**config.mk**
```make
export PLATFORM = sky130hd
export DESIGN_NAME = matmul_controller
export DESIGN_NICKNAME = d
export VERILOG_FILES = /design/src/rtl/matmul_pkg.sv /design/src/rtl/matmul_addr_counter.sv /design/src/rtl/matmul_controller.sv
export SDC_FILE = /design/constraint.sdc
export NUM_CORES = 1
export LEC_CHECK = 0
export CAP_MARGIN = 30
export CORE_ASPECT_RATIO = 0.6
export CORE_MARGIN = 5
export CORE_UTILIZATION = 36
export DETAILED_ROUTE_END_ITERATION = 16
export PLACE_DENSITY = 0.86
export SLEW_MARGIN = 15
export SYNTH_ARGS = -nofsm -noshare
export SYNTH_HDL_FRONTEND = slang
export SYNTH_SLANG_ARGS = --single-unit
```
**constraint.sdc**
```tcl
create_clock -name clk -period 2.31 [get_ports clk]
set_input_delay 0.462 -clock clk [delete_from_list [all_inputs] [get_ports clk]]
set_output_delay 0.462 -clock clk [all_outputs]
set_load 0.005 [all_outputs]
```
**src/rtl/matmul_pkg.sv**
```systemverilog
// Shared definitions for the matrix-multiply controller: FSM encoding,
// default parameters and a counter-width helper.
package matmul_pkg;

   typedef enum logic [2:0] {
      ST_IDLE   = 3'd0,
      ST_LOAD   = 3'd1,
      ST_WAIT   = 3'd2,
      ST_ADDR   = 3'd3,
      ST_DRAIN  = 3'd4,
      ST_FINISH = 3'd5
   } state_e;

   localparam int LOG_SIZE_DEFAULT = 2;
   localparam int TIMEOUT_DEFAULT  = 1024;

   // Width of a counter that must hold 0 .. n-1, never narrower than one bit.
   function automatic int cnt_width(input int n);
      return (n > 1) ? $clog2(n) : 1;
   endfunction

endpackage

```
**src/rtl/matmul_addr_counter.sv**
```systemverilog
// Row-major (row, column) scan over an N x N result matrix with
// synchronous clear, step enable, last-element flag and wrap strobe.
module matmul_addr_counter
   import matmul_pkg::*;
#(
   parameter int LOG_SIZE = LOG_SIZE_DEFAULT
) (
   input  logic                clk,
   input  logic                rst,
   input  logic                clr,
   input  logic                en,
   output logic [LOG_SIZE-1:0] row,
   output logic [LOG_SIZE-1:0] column,
   output logic                last,
   output logic                wrap
);

   localparam logic [LOG_SIZE-1:0] MAX_IDX = '1;
   localparam logic [LOG_SIZE-1:0] ONE     = LOG_SIZE'(1);

   logic [LOG_SIZE-1:0] row_q, row_d;
   logic [LOG_SIZE-1:0] col_q, col_d;

   assign row    = row_q;
   assign column = col_q;
   assign last   = (row_q == MAX_IDX) && (col_q == MAX_IDX);
   assign wrap   = en && last;

   always_comb begin
      // NOTE: every combinational output gets a default first so no path leaves it unassigned (no latch).
      row_d = row_q;
      col_d = col_q;
      if (clr) begin
         row_d = '0;
         col_d = '0;
      end else if (en) begin
         col_d = col_q + ONE;
         if (col_q == MAX_IDX) begin
            row_d = row_q + ONE;
         end
      end
   end

   always_ff @(posedge clk or negedge rst) begin
      // NOTE: state is updated with non-blocking assignments so all flops sample pre-edge values.
      if (!rst) begin
         row_q <= '0;
         col_q <= '0;
      end else begin
         row_q <= row_d;
         col_q <= col_d;
      end
   end

endmodule

```
**src/rtl/matmul_controller.sv**
```systemverilog
// Sequences one matrix-multiply job: stream N*N operand pairs into the
// multiplier, wait for completion, then drain the result matrix row-major.
module matmul_controller
   import matmul_pkg::*;
#(
   parameter int LOG_SIZE = LOG_SIZE_DEFAULT,
   parameter int TIMEOUT  = TIMEOUT_DEFAULT
) (
   input  logic                clk,
   input  logic                rst,
   input  logic                start,
   input  logic                in_valid,
   output logic                in_ready,
   input  logic [31:0]         in_a,
   input  logic [31:0]         in_b,
   output logic [31:0]         mm_a,
   output logic [31:0]         mm_b,
   output logic                mm_in_stb,
   input  logic                mm_in_ack,
   input  logic                mm_out_stb,
   output logic                mm_out_ack,
   output logic [LOG_SIZE-1:0] mm_row,
   output logic [LOG_SIZE-1:0] mm_column,
   output logic                mm_output_select,
   input  logic [31:0]         mm_out_number,
   output logic                res_valid,
   input  logic                res_ready,
   output logic [31:0]         res_data,
   output logic                res_last,
   output logic                busy,
   output logic                done,
   output logic                error
);

   localparam int LW = 2 * LOG_SIZE;
   localparam int TW = cnt_width(TIMEOUT);

   localparam logic [LW-1:0] LOAD_LAST    = '1;
   localparam logic [TW-1:0] TIMEOUT_LAST = TW'(TIMEOUT - 1);

   state_e        state_q, state_d;
   logic [LW-1:0] load_cnt_q, load_cnt_d;
   logic [TW-1:0] tmo_cnt_q, tmo_cnt_d;
   logic [31:0]   res_data_q, res_data_d;
   logic          res_last_q, res_last_d;
   logic          res_valid_q, res_valid_d;
   logic          sel_q, sel_d;
   logic          busy_q, busy_d;
   logic          done_q, done_d;
   logic          error_q, error_d;

   logic                in_load;
   logic                in_addr;
   logic                xfer;
   logic                addr_clr;
   logic                addr_en;
   logic                addr_last;
   logic                addr_wrap;
   logic [LOG_SIZE-1:0] addr_row;
   logic [LOG_SIZE-1:0] addr_col;

   matmul_addr_counter #(
      .LOG_SIZE (LOG_SIZE)
   ) u_addr (
      .clk    (clk),
      .rst    (rst),
      .clr    (addr_clr),
      .en     (addr_en),
      .row    (addr_row),
      .column (addr_col),
      .last   (addr_last),
      .wrap   (addr_wrap)
   );

   // The load path is a straight wire to the multiplier, gated by state.
   assign in_load   = (state_q == ST_LOAD);
   assign in_addr   = (state_q == ST_ADDR);
   assign xfer      = in_load && in_valid && mm_in_ack;
   assign in_ready  = in_load && mm_in_ack;
   assign mm_in_stb = in_load && in_valid;
   assign mm_a      = in_load ? in_a : '0;
   assign mm_b      = in_load ? in_b : '0;

   assign addr_clr  = (state_q == ST_IDLE) && start;
   assign addr_en   = (state_q == ST_DRAIN) && res_ready;
   assign mm_row    = in_addr ? addr_row : '0;
   assign mm_column = in_addr ? addr_col : '0;

   assign res_valid        = res_valid_q;
   assign res_data         = res_data_q;
   assign res_last         = res_last_q;
   assign mm_output_select = sel_q;
   assign busy             = busy_q;
   assign done             = done_q;
   assign mm_out_ack       = done_q;
   assign error            = error_q;

   always_comb begin
      state_d    = state_q;
      load_cnt_d = load_cnt_q;
      tmo_cnt_d  = tmo_cnt_q;
      error_d    = error_q;
      res_data_d = res_data_q;
      res_last_d = res_last_q;

      case (state_q)
         ST_IDLE: begin
            if (start) begin
               state_d    = ST_LOAD;
               load_cnt_d = '0;
               error_d    = 1'b0;
            end
         end
         ST_LOAD: begin
            if (xfer) begin
               load_cnt_d = load_cnt_q + LW'(1);
               if (load_cnt_q == LOAD_LAST) begin
                  state_d   = ST_WAIT;
                  tmo_cnt_d = '0;
               end
            end
         end
         ST_WAIT: begin
            if (mm_out_stb) begin
               state_d   = ST_ADDR;
               tmo_cnt_d = '0;
            end else if (tmo_cnt_q == TIMEOUT_LAST) begin
               state_d   = ST_FINISH;
               tmo_cnt_d = '0;
               error_d   = 1'b1;
            end else begin
               tmo_cnt_d = tmo_cnt_q + TW'(1);
            end
         end
         ST_ADDR: begin
            // Address was presented for this whole cycle; capture the settled read.
            state_d    = ST_DRAIN;
            res_data_d = mm_out_number;
            res_last_d = addr_last;
         end
         ST_DRAIN: begin
            if (addr_wrap) begin
               state_d = ST_FINISH;
            end else if (res_ready) begin
               state_d = ST_ADDR;
            end
         end
         ST_FINISH: begin
            state_d = ST_IDLE;
         end
         default: begin
            state_d = ST_IDLE;
         end
      endcase

      if (state_d != ST_DRAIN) begin
         res_data_d = '0;
         res_last_d = 1'b0;
      end

      // Outputs are decoded from the next state so they are registered with it.
      res_valid_d = (state_d == ST_DRAIN);
      sel_d       = (state_d == ST_ADDR) || (state_d == ST_DRAIN);
      busy_d      = (state_d != ST_IDLE);
      done_d      = (state_d == ST_FINISH);
   end

   always_ff @(posedge clk or negedge rst) begin
      if (!rst) begin
         state_q     <= ST_IDLE;
         load_cnt_q  <= '0;
         tmo_cnt_q   <= '0;
         res_data_q  <= '0;
         res_last_q  <= 1'b0;
         res_valid_q <= 1'b0;
         sel_q       <= 1'b0;
         busy_q      <= 1'b0;
         done_q      <= 1'b0;
         error_q     <= 1'b0;
      end else begin
         state_q     <= state_d;
         load_cnt_q  <= load_cnt_d;
         tmo_cnt_q   <= tmo_cnt_d;
         res_data_q  <= res_data_d;
         res_last_q  <= res_last_d;
         res_valid_q <= res_valid_d;
         sel_q       <= sel_d;
         busy_q      <= busy_d;
         done_q      <= done_d;
         error_q     <= error_d;
      end
   end

endmodule

```
; Word level (Yosys, flattened, before mapping)
; Cells that the tools add are included.
[word_totals]
wordCells = 86
register_bits = 59
in_bits = 103
[op_classes]
muxes = 33
addsub = 4
n_eq_ne = 17
reduce_logical = 20
[ops]
columns = cell, count
row1 = 32-bit two-way mux, 4
row2 = 10-bit two-way mux, 4
row3 = 3-bit two-way mux, 7
row4 = 10-bit one-hot mux with 2 select lines, 1
row5 = 3-bit one-hot mux with 5 select lines, 1
row6 = 2-bit two-way mux, 7
row7 = 2-bit nonzero test, 6
row8 = "10-bit by 1-bit adder with 10-bit output, second input constant", 1
row9 = "10-bit == test, second input constant", 1
row10 = "3-bit by 2-bit == test with 1-bit output, second input constant", 3
row11 = "3-bit == test, second input constant", 3
row12 = 4-bit two-way mux, 2
row13 = 4-bit one-hot mux with 2 select lines, 1
row14 = 1-bit logical AND, 7
row15 = "2-bit != test, second input constant", 3
row16 = 3-bit AND reduction, 2
row17 = 1-bit two-way mux, 5
row18 = "2-bit by 1-bit adder with 2-bit output, second input constant", 2
row19 = "4-bit by 1-bit adder with 4-bit output, second input constant", 1
row20 = "2-bit == test, second input constant", 2
row21 = "4-bit == test, second input constant", 1
row22 = "2-bit by 1-bit != test with 1-bit output, second input constant", 2
row23 = 4-bit AND reduction, 1
row24 = "3-bit by 1-bit == test with 1-bit output, second input constant", 1
row25 = 6 further kinds, 6

; Longest topological paths before layout
; Gate-level depths: netlist (run 1).
[logic_depth]
ltp_word = 7
ltp_mapped = 7
depth_no_buf = 5

; Cells and area by module
; Synthesis (run 1) repeated with hierarchy kept, for this count alone.
[hier_totals]
hier_cells = 327
area_unflattened_um2 = 3246.9
[modules_own_cells]
columns = module, seq_area_each_um2, area_per_inst_um2, cells_each, instances
row1 = matmul_controller, 1376.3, 3024.2, 308, 1
row2 = matmul_addr_counter, 100.1, 222.7, 19, 1

; Worst setup path after synthesis (run 1)
; OpenSTA, ideal clock, no wires.
[synth_timing]
path_kind = register -> output
start = register state_q[1]
end = output mm_b[21]
path_slack_ns = 0.289
t_arrival_ns = 1.559
path_stages_with_launch = 6
cell_sequence = dfrtp_1 clkbuf_1 nor3b_2 clkbuf_1 clkbuf_1 and2_1
[synth_between]
elab_chain_cells = 2
[synth_lines]
columns = element, line_no
row1 = from (decl), matmul_controller.sv:41  ; state_e state_q, state_d;
row2 = from (signal assigned), matmul_controller.sv:181  ; state_q <= state_d;
row3 = 3-bit by 1-bit == test with 1-bit output, matmul_controller.sv:76  ; assign in_load = (state_q == ST_LOAD);
row4 = 32-bit two-way mux, matmul_controller.sv:82  ; assign mm_b = in_load ? in_b : '0;
row5 = to (decl), matmul_controller.sv:17  ; output logic [31:0] mm_b,
; Every way passes these cells.

; Final worst setup path (run 1)
[layout_timing]
start = register state_q[2]
end = output mm_b[22]
; Same word-level chain as after synthesis.

==> results.cfg, run 1 <==
[sta]
worst_slew_margin_rel_pct = 50.2
achievable_frequency_mhz = 452
finalClockSkew_ns = 0.00447
report.final.setup_viol = 0
finalSetupTns_ns = 0
worst-slew-pin-transition_ns = 0.747
timing.hold.ws_ns = 0.284
finalHoldViolations = 0
fraction_of_the_cycle_the_final_worst_path_needs_pct = 95.8
timing.final.crit_period_ns = 2.21
drv_slew = 0

[cts]
cts_tree = yes
worst_setup_hold_path_clk_slew_ns = 0.05
cts_htree_levels = 3
tritoncts_num_sinks = 59
clockRootBuffer = clkbuf_16
clk_latency_ns = 0.32
cts_max_path_buffers = 2
cts_buffers = 9
cts.hold.buffers_added = 0

[global_routing]
grt_usage_pct = 20.3
use_met2_pct = 35.5
grt-ovfl-total = 0
grt-busiest-layer = met2
first_pass_grt_wire_length_mm = 18.4
grt_antenna_before_repair = 0
grt_util_met3_pct = 6.58
grt_start_max_net_pins = 60
via_count_of_the_first_global_routing_pass = 3651
globalRouteMet1Util_pct = 24.1

[logic_synthesis]
yosys_most_used_dff = dfrtp_1
synth_top_cell_area_share_pct = 46.0
syn_nets = 477
synth.yosys.seq_area_share_pct = 46.0
synth_area_leaders = dfrtp_1, and2_1, nand2_1, a21oi_1, clkbuf_1
synth_most_common_cell = nand2_1
yosysUniqueCellTypes = 44
netlist_instances = 370
synth_area_leader_cell = dfrtp_1
number_of_flops_mapped_to_enable_cells_by_yosys = 0
synth.cells.most_frequent = nand2_1, and2_1, dfrtp_1
syn-mean-instance-area_um2 = 8.67
post_synth_design_cell_area_um2 = 3210
synth-seq-cells = 59
ys_warn_count = 0
asyncSetResetFlopFracSynth_pct = 100

[route]
route.vias.total = 3481
final_antenna_net_count = 0
drt-initial-drc-count = 186
aggregate_routed_wire_length_mm = 11.4
routed_wire_length_per_instance_um = 16.0
first_pass_iters = 4
drt-vias-per-instance = 4.88
drc = 0

[setup_path]
cp_data_arrival_time_ns = 1.75
worst-r2r-setup-slack_ns = 0.21
setup.worst_path.end_class = output pin
critical_path_class = reg2out
worstPathMaxFanout = 36
startpoint_type = register
cp_data_required_time_ns = 1.85

[place]
input_output_buffers = 211
detailedPlacementHpwl_mm = 8.55
globalplace.congestion = 0.827
place_area_um2 = 5500

[final_layout]
layout.nets = 703
postLayoutCellArea_um2 = 5980
n_antenna_cell = 0
final_core_utilization_pct = 69.6
final_layout_size_suffix_gt1_share_pct = 9.98
synthToLayoutAreaGrowth_pct = 86.3

[floorplan]
die_h_um = 83.1
core_area_um2 = 8590
ios = 212
design.die.area_um2 = 11000
rows = 26
initial_utilization_pct = 37.4
floorplan.die.width_um = 132

[power]
switchingPower_mw = 0.897
power.share.combinational_pct = 30.8
share_seq_of_total_power_pct = 31.8
pwr_dens_nw_per_um2 = 594
clock_power_share_pct = 37.4
power_switching_share_pct = 25.3
power.internal_mw = 2.65
p_leak_nw = 2.85
worst_ir_drop_vdd_v = 0.000430
design_power_total_mw = 3.55

[worst_hold_path]
hold_class = in2async

[run_status]
status = complete, no violations

[flow_run]
maxCapViolCount = 0
## layer usage
layer	vias to the layer above	share of wire (%)
met1	1637	39
met3	10	9.6
met5	-	0
li1	1687	-
met4	0	0.90
met2	147	51
## registers in the layout, indices dropped and copies added, names as in the netlist
signal,flops
state_q,3
res_last,1
mm_output_select,1
tmo_cnt_q,10
done,1
u_addr.column,2
error,1
u_addr.row,2
load_cnt_q,4
res_data,32
busy,1
res_valid,1
## area by class of cell
class,count,area [um^2]
flip-flops and latches,59,1480
clock buffers,12,256
inverters,3,11.3
clock inverters,4,48.8
fillers,639,2610
well taps,112,140
multi-input cells,284,1610
repair buffers,239,2430
## layout by cell type, fill, tap and decap left out, types with 3 or more instances in the layout
master and instances:
clkbuf_16 10, a21oi_1 37, nand2_1 82, clkdlybuf4s15_1 15, clkdlybuf4s50_1 140, and3_1 4, dlymetal6s2s_1 34, inv_1 3
nor2_1 12, buf_4 23, o21ai_0 12, a31oi_1 6, clkbuf_2 3, dfrtp_1 59, mux2i_1 3, nand3b_1 3
dlygate4sd2_1 18, ha_1 4, nand3_1 13, and2_1 70
## power by group through the flow
stage / clock network [mW] / registers (mW) / logic (mW)
final: 1.33 / 1.13 / 1.09
after global routing: 1.40 / 1.14 / 1.19
after global placement: 0 / 1.14 / 1.06
after floorplan: 0 / 1.13 / 0.373
after detailed placement: 0 / 1.14 / 1.08
after CTS: 1.35 / 1.13 / 1.07
## kinds of logic (layout without fill, tap and decap cells)
| group | after synthesis | count (layout) | share of synthesized area (%) |
|---|---|---|---|
| AOI/OAI and AO/OA | 66 | 66 | 12.1 |
| xor gates and xnor gates | 3 | 3 | 0.819 |
| adders and majority gates | 4 | 4 | 1.56 |
| buffers and inverters | 27 | 258 | 4.02 |
| DFF | 59 | 59 | 46.0 |
| muxes | 5 | 5 | 1.64 |
| and+or+nand+nor | 206 | 206 | 33.9 |
## stage by stage
step	cells	worst slack, ns
5_1_grt	713	-0.00330
3_3_place_gp	687	0.0515
4_1_cts	706	-0.0913
3_5_place_dp	687	-0.0439
6_report	713	0.0978
2_1_floorplan	370	0.289
## repair_timing
item / in CTS / in global routing
gates resized for setup: 39 / 56
gates cloned: 1 / 1
setup endpoints to repair: 67 / 31
pin swaps: 0 / 1
setup buffers: 2 / 6
## path summary, 6_finish.rpt
kind	from	endpoint	cells past startpoint
setup / recovery	state_q[2]	mm_b[22]	6
hold / removal	rst	tmo_cnt_q[5]	2
setup reg to reg	state_q[2]	res_data[25]	7
hold reg to reg	error	error	2
max in group asynchronous	rst	u_addr.row[0]	2
min in group clk	error	error	2
## critical path, cell delays in order, from the launching register on
cell	delay, ns
dfrtp_1	0.40
nor3b_4	0.23
buf_4	0.14
buf_4	0.10
buf_12	0.15
and2_1	0.15
dlygate4sd2_1	0.24
Note: power is estimated with default switching activity, not from simulation.
==> run 2, diff against run 1 <==
- CORE_MARGIN: 5 -> default
- GPL_ROUTABILITY_DRIVEN: default -> 0
==> results.cfg, run 2 (synthesized netlist as in run 1, its figures left out) <==
[global_routing]
via_count_of_the_first_global_routing_pass = 3250
first_pass_grt_wire_length_mm = 16.1
grt_usage_pct = 22.8
grt-ovfl-total = 0
grt_start_max_net_pins = 72
grt_antenna_before_repair = 0

[final_layout]
synthToLayoutAreaGrowth_pct = 86.4
layout.nets = 701
largest_register_ff_count = 32
most_common_cell_after_layout_fill_and_taps_aside = clkdlybuf4s50_1
final_layout_size_suffix_gt1_share_pct = 11.0
final_cell_mix = clkdlybuf4s50_1, nand2_1, and2_1, dfrtp_1, dlymetal6s2s_1
n_antenna_cell = 0
final_core_utilization_pct = 69.6
finalNonFillerCells = 711

[sta]
achievable_frequency_mhz = 436
timing.hold.ws_ns = 0.0856
finalHoldViolations = 0
worst-slew-pin-transition_ns = 0.521
finalClockSkew_ns = 0.00427
fraction_of_the_cycle_the_final_worst_path_needs_pct = 99.3
report.final.setup_viol = 0
timing.final.crit_period_ns = 2.29
worst_slew_margin_rel_pct = 65.2
finalSetupTns_ns = 0
rsz_0062_raised_after_global_routing = yes
drv_slew = 0

[floorplan]
ios = 212
floorplan.die.width_um = 124
die_h_um = 75.1
initial_utilization_pct = 37.4
core_area_um2 = 8590
design.die.area_um2 = 9310
rows = 26

[cts]
cts_max_path_buffers = 2
clk_latency_ns = 0.32
cts_buffers = 9
cts_htree_levels = 3
tritoncts_num_sinks = 59
worst_setup_hold_path_clk_slew_ns = 0.05
clockRootBuffer = clkbuf_16
cts_tree = yes

[setup_path]
critical_path_class = reg2out
worstPathMaxFanout = 17
startpoint_type = register
critical_path.slowest_cell = dfrtp_1
worst_path_largest_cell_delay_ns = 0.43
worstSetupPathDepth = 6
setup.worst_path.end_class = output pin
crit_path_cell_trace = nor3b_4, buf_6, buf_4, buf_12, and2_1, dlygate4sd2_1
ff2ff_path_depth = 7
buf_inv_on_cp = 4
critPathTopFamily = buffers and inverters
cp_data_arrival_time_ns = 1.83
cp_data_required_time_ns = 1.85

[power]
pwr_dens_nw_per_um2 = 585
clock_power_share_pct = 35.6
power.share.combinational_pct = 32.2
switchingPower_mw = 0.939
power.internal_mw = 2.56
share_seq_of_total_power_pct = 32.2
p_leak_nw = 2.89
power_switching_share_pct = 26.9
worst_ir_drop_vdd_v = 0.000347

[place]
detailedPlacementHpwl_mm = 8.08
input_output_buffers = 211
placed_cells = 685

[route]
drt-initial-drc-count = 184
routed_wire_length_per_instance_um = 15.8
first_pass_iters = 4
aggregate_routed_wire_length_mm = 11.3
final_antenna_net_count = 0
route.vias.total = 3481
drt-vias-per-instance = 4.90
drc = 0

[run_status]
status = complete, no violations

[worst_hold_path]
hold_class = in2async

[flow_run]
maxCapViolCount = 0
run 2: cell count changes in the layout (fill, tap and decap cells not counted), sizes merged:
cell           before  now
dlymetal6s2s       34   43
clkinvlp            0    5
clkbuf             16   24
clkdlybuf4s15      15    9
bufinv              1    0
buf                28   25
clkdlybuf4s50     140  141
dlygate4sd2        18    6
clkinv              3    0
run 2: what timing repair did:
action | 4_1_cts | 5_1_grt
hold buffers | 0 | 0
endpoints found under the setup margin | 70 | 44
cloned | 0 | 4
endpoints found under the hold margin | 0 | 0
setup buffers | 1 | 5
pin swaps | 0 | 1
gates resized for setup | 27 | 80
run 2: per-layer routing:
metal | wire length, um | global-route usage [%] | vias to the layer above
li1 | - | - | 1686
met1 | 5170 | 31.3 | 1664
met2 | 5450 | 37.0 | 125
met3 | 606 | 6.06 | 6
met4 | 44 | 3.48 | 0
met5 | 0 | 0 | -
run 2: power by group through the flow:
| stage | registers, mW | logic (mW) | clock network, mW |
|---|---|---|---|
| 6_report | 1.13 | 1.13 | 1.24 |
| 3_5_place_dp | 1.14 | 1.08 | 0 |
| 2_1_floorplan | 1.13 | 0.373 | 0 |
| 4_1_cts | 1.13 | 1.03 | 1.26 |
| 3_3_place_gp | 1.14 | 1.06 | 0 |
| 5_1_grt | 1.13 | 1.21 | 1.32 |
run 2: path summary, 6_finish.rpt:
check / startpoint / end / slack [ns]
min reg2reg: res_data[1] / res_data[1] / 0.52
min: rst / res_data[24] / 0.09
max in group asynchronous: rst / res_data[27] / 1.58
max reg2reg: state_q[2] / res_data[6] / 0.21
min in group clk: res_data[1] / res_data[1] / 0.52
max: state_q[1] / mm_b[5] / 0.02
run 2: cell type report:
cell class	count	area (um^2)
multi-input combinational	284	1610
clock buffer	11	253
sequential	59	1480
fill	645	2610
tap	112	140
timing repair buffer	237	2450
clock inverter	5	37.5
inverter	3	11.3
run 2: per-stage QoR:
stage / power (mW) / instance area (um^2) / setup WS (ns)
floorplan: 1.51 / 3210 / 0.289
global placement: 2.20 / 5500 / 0.0714
detailed placement: 2.22 / 5500 / 0.000623
CTS: 3.41 / 5770 / -0.110
global route: 3.66 / 5980 / -0.0480
finish: 3.50 / 5980 / 0.0151
run 2: worst reg2reg max path: cells and delay by family (launching register included):
kind | cells | cell delay, ns
compound gates | 2 | 0.25
buf+inv | 3 | 0.50
flops | 1 | 0.40
simple gates | 2 | 0.85
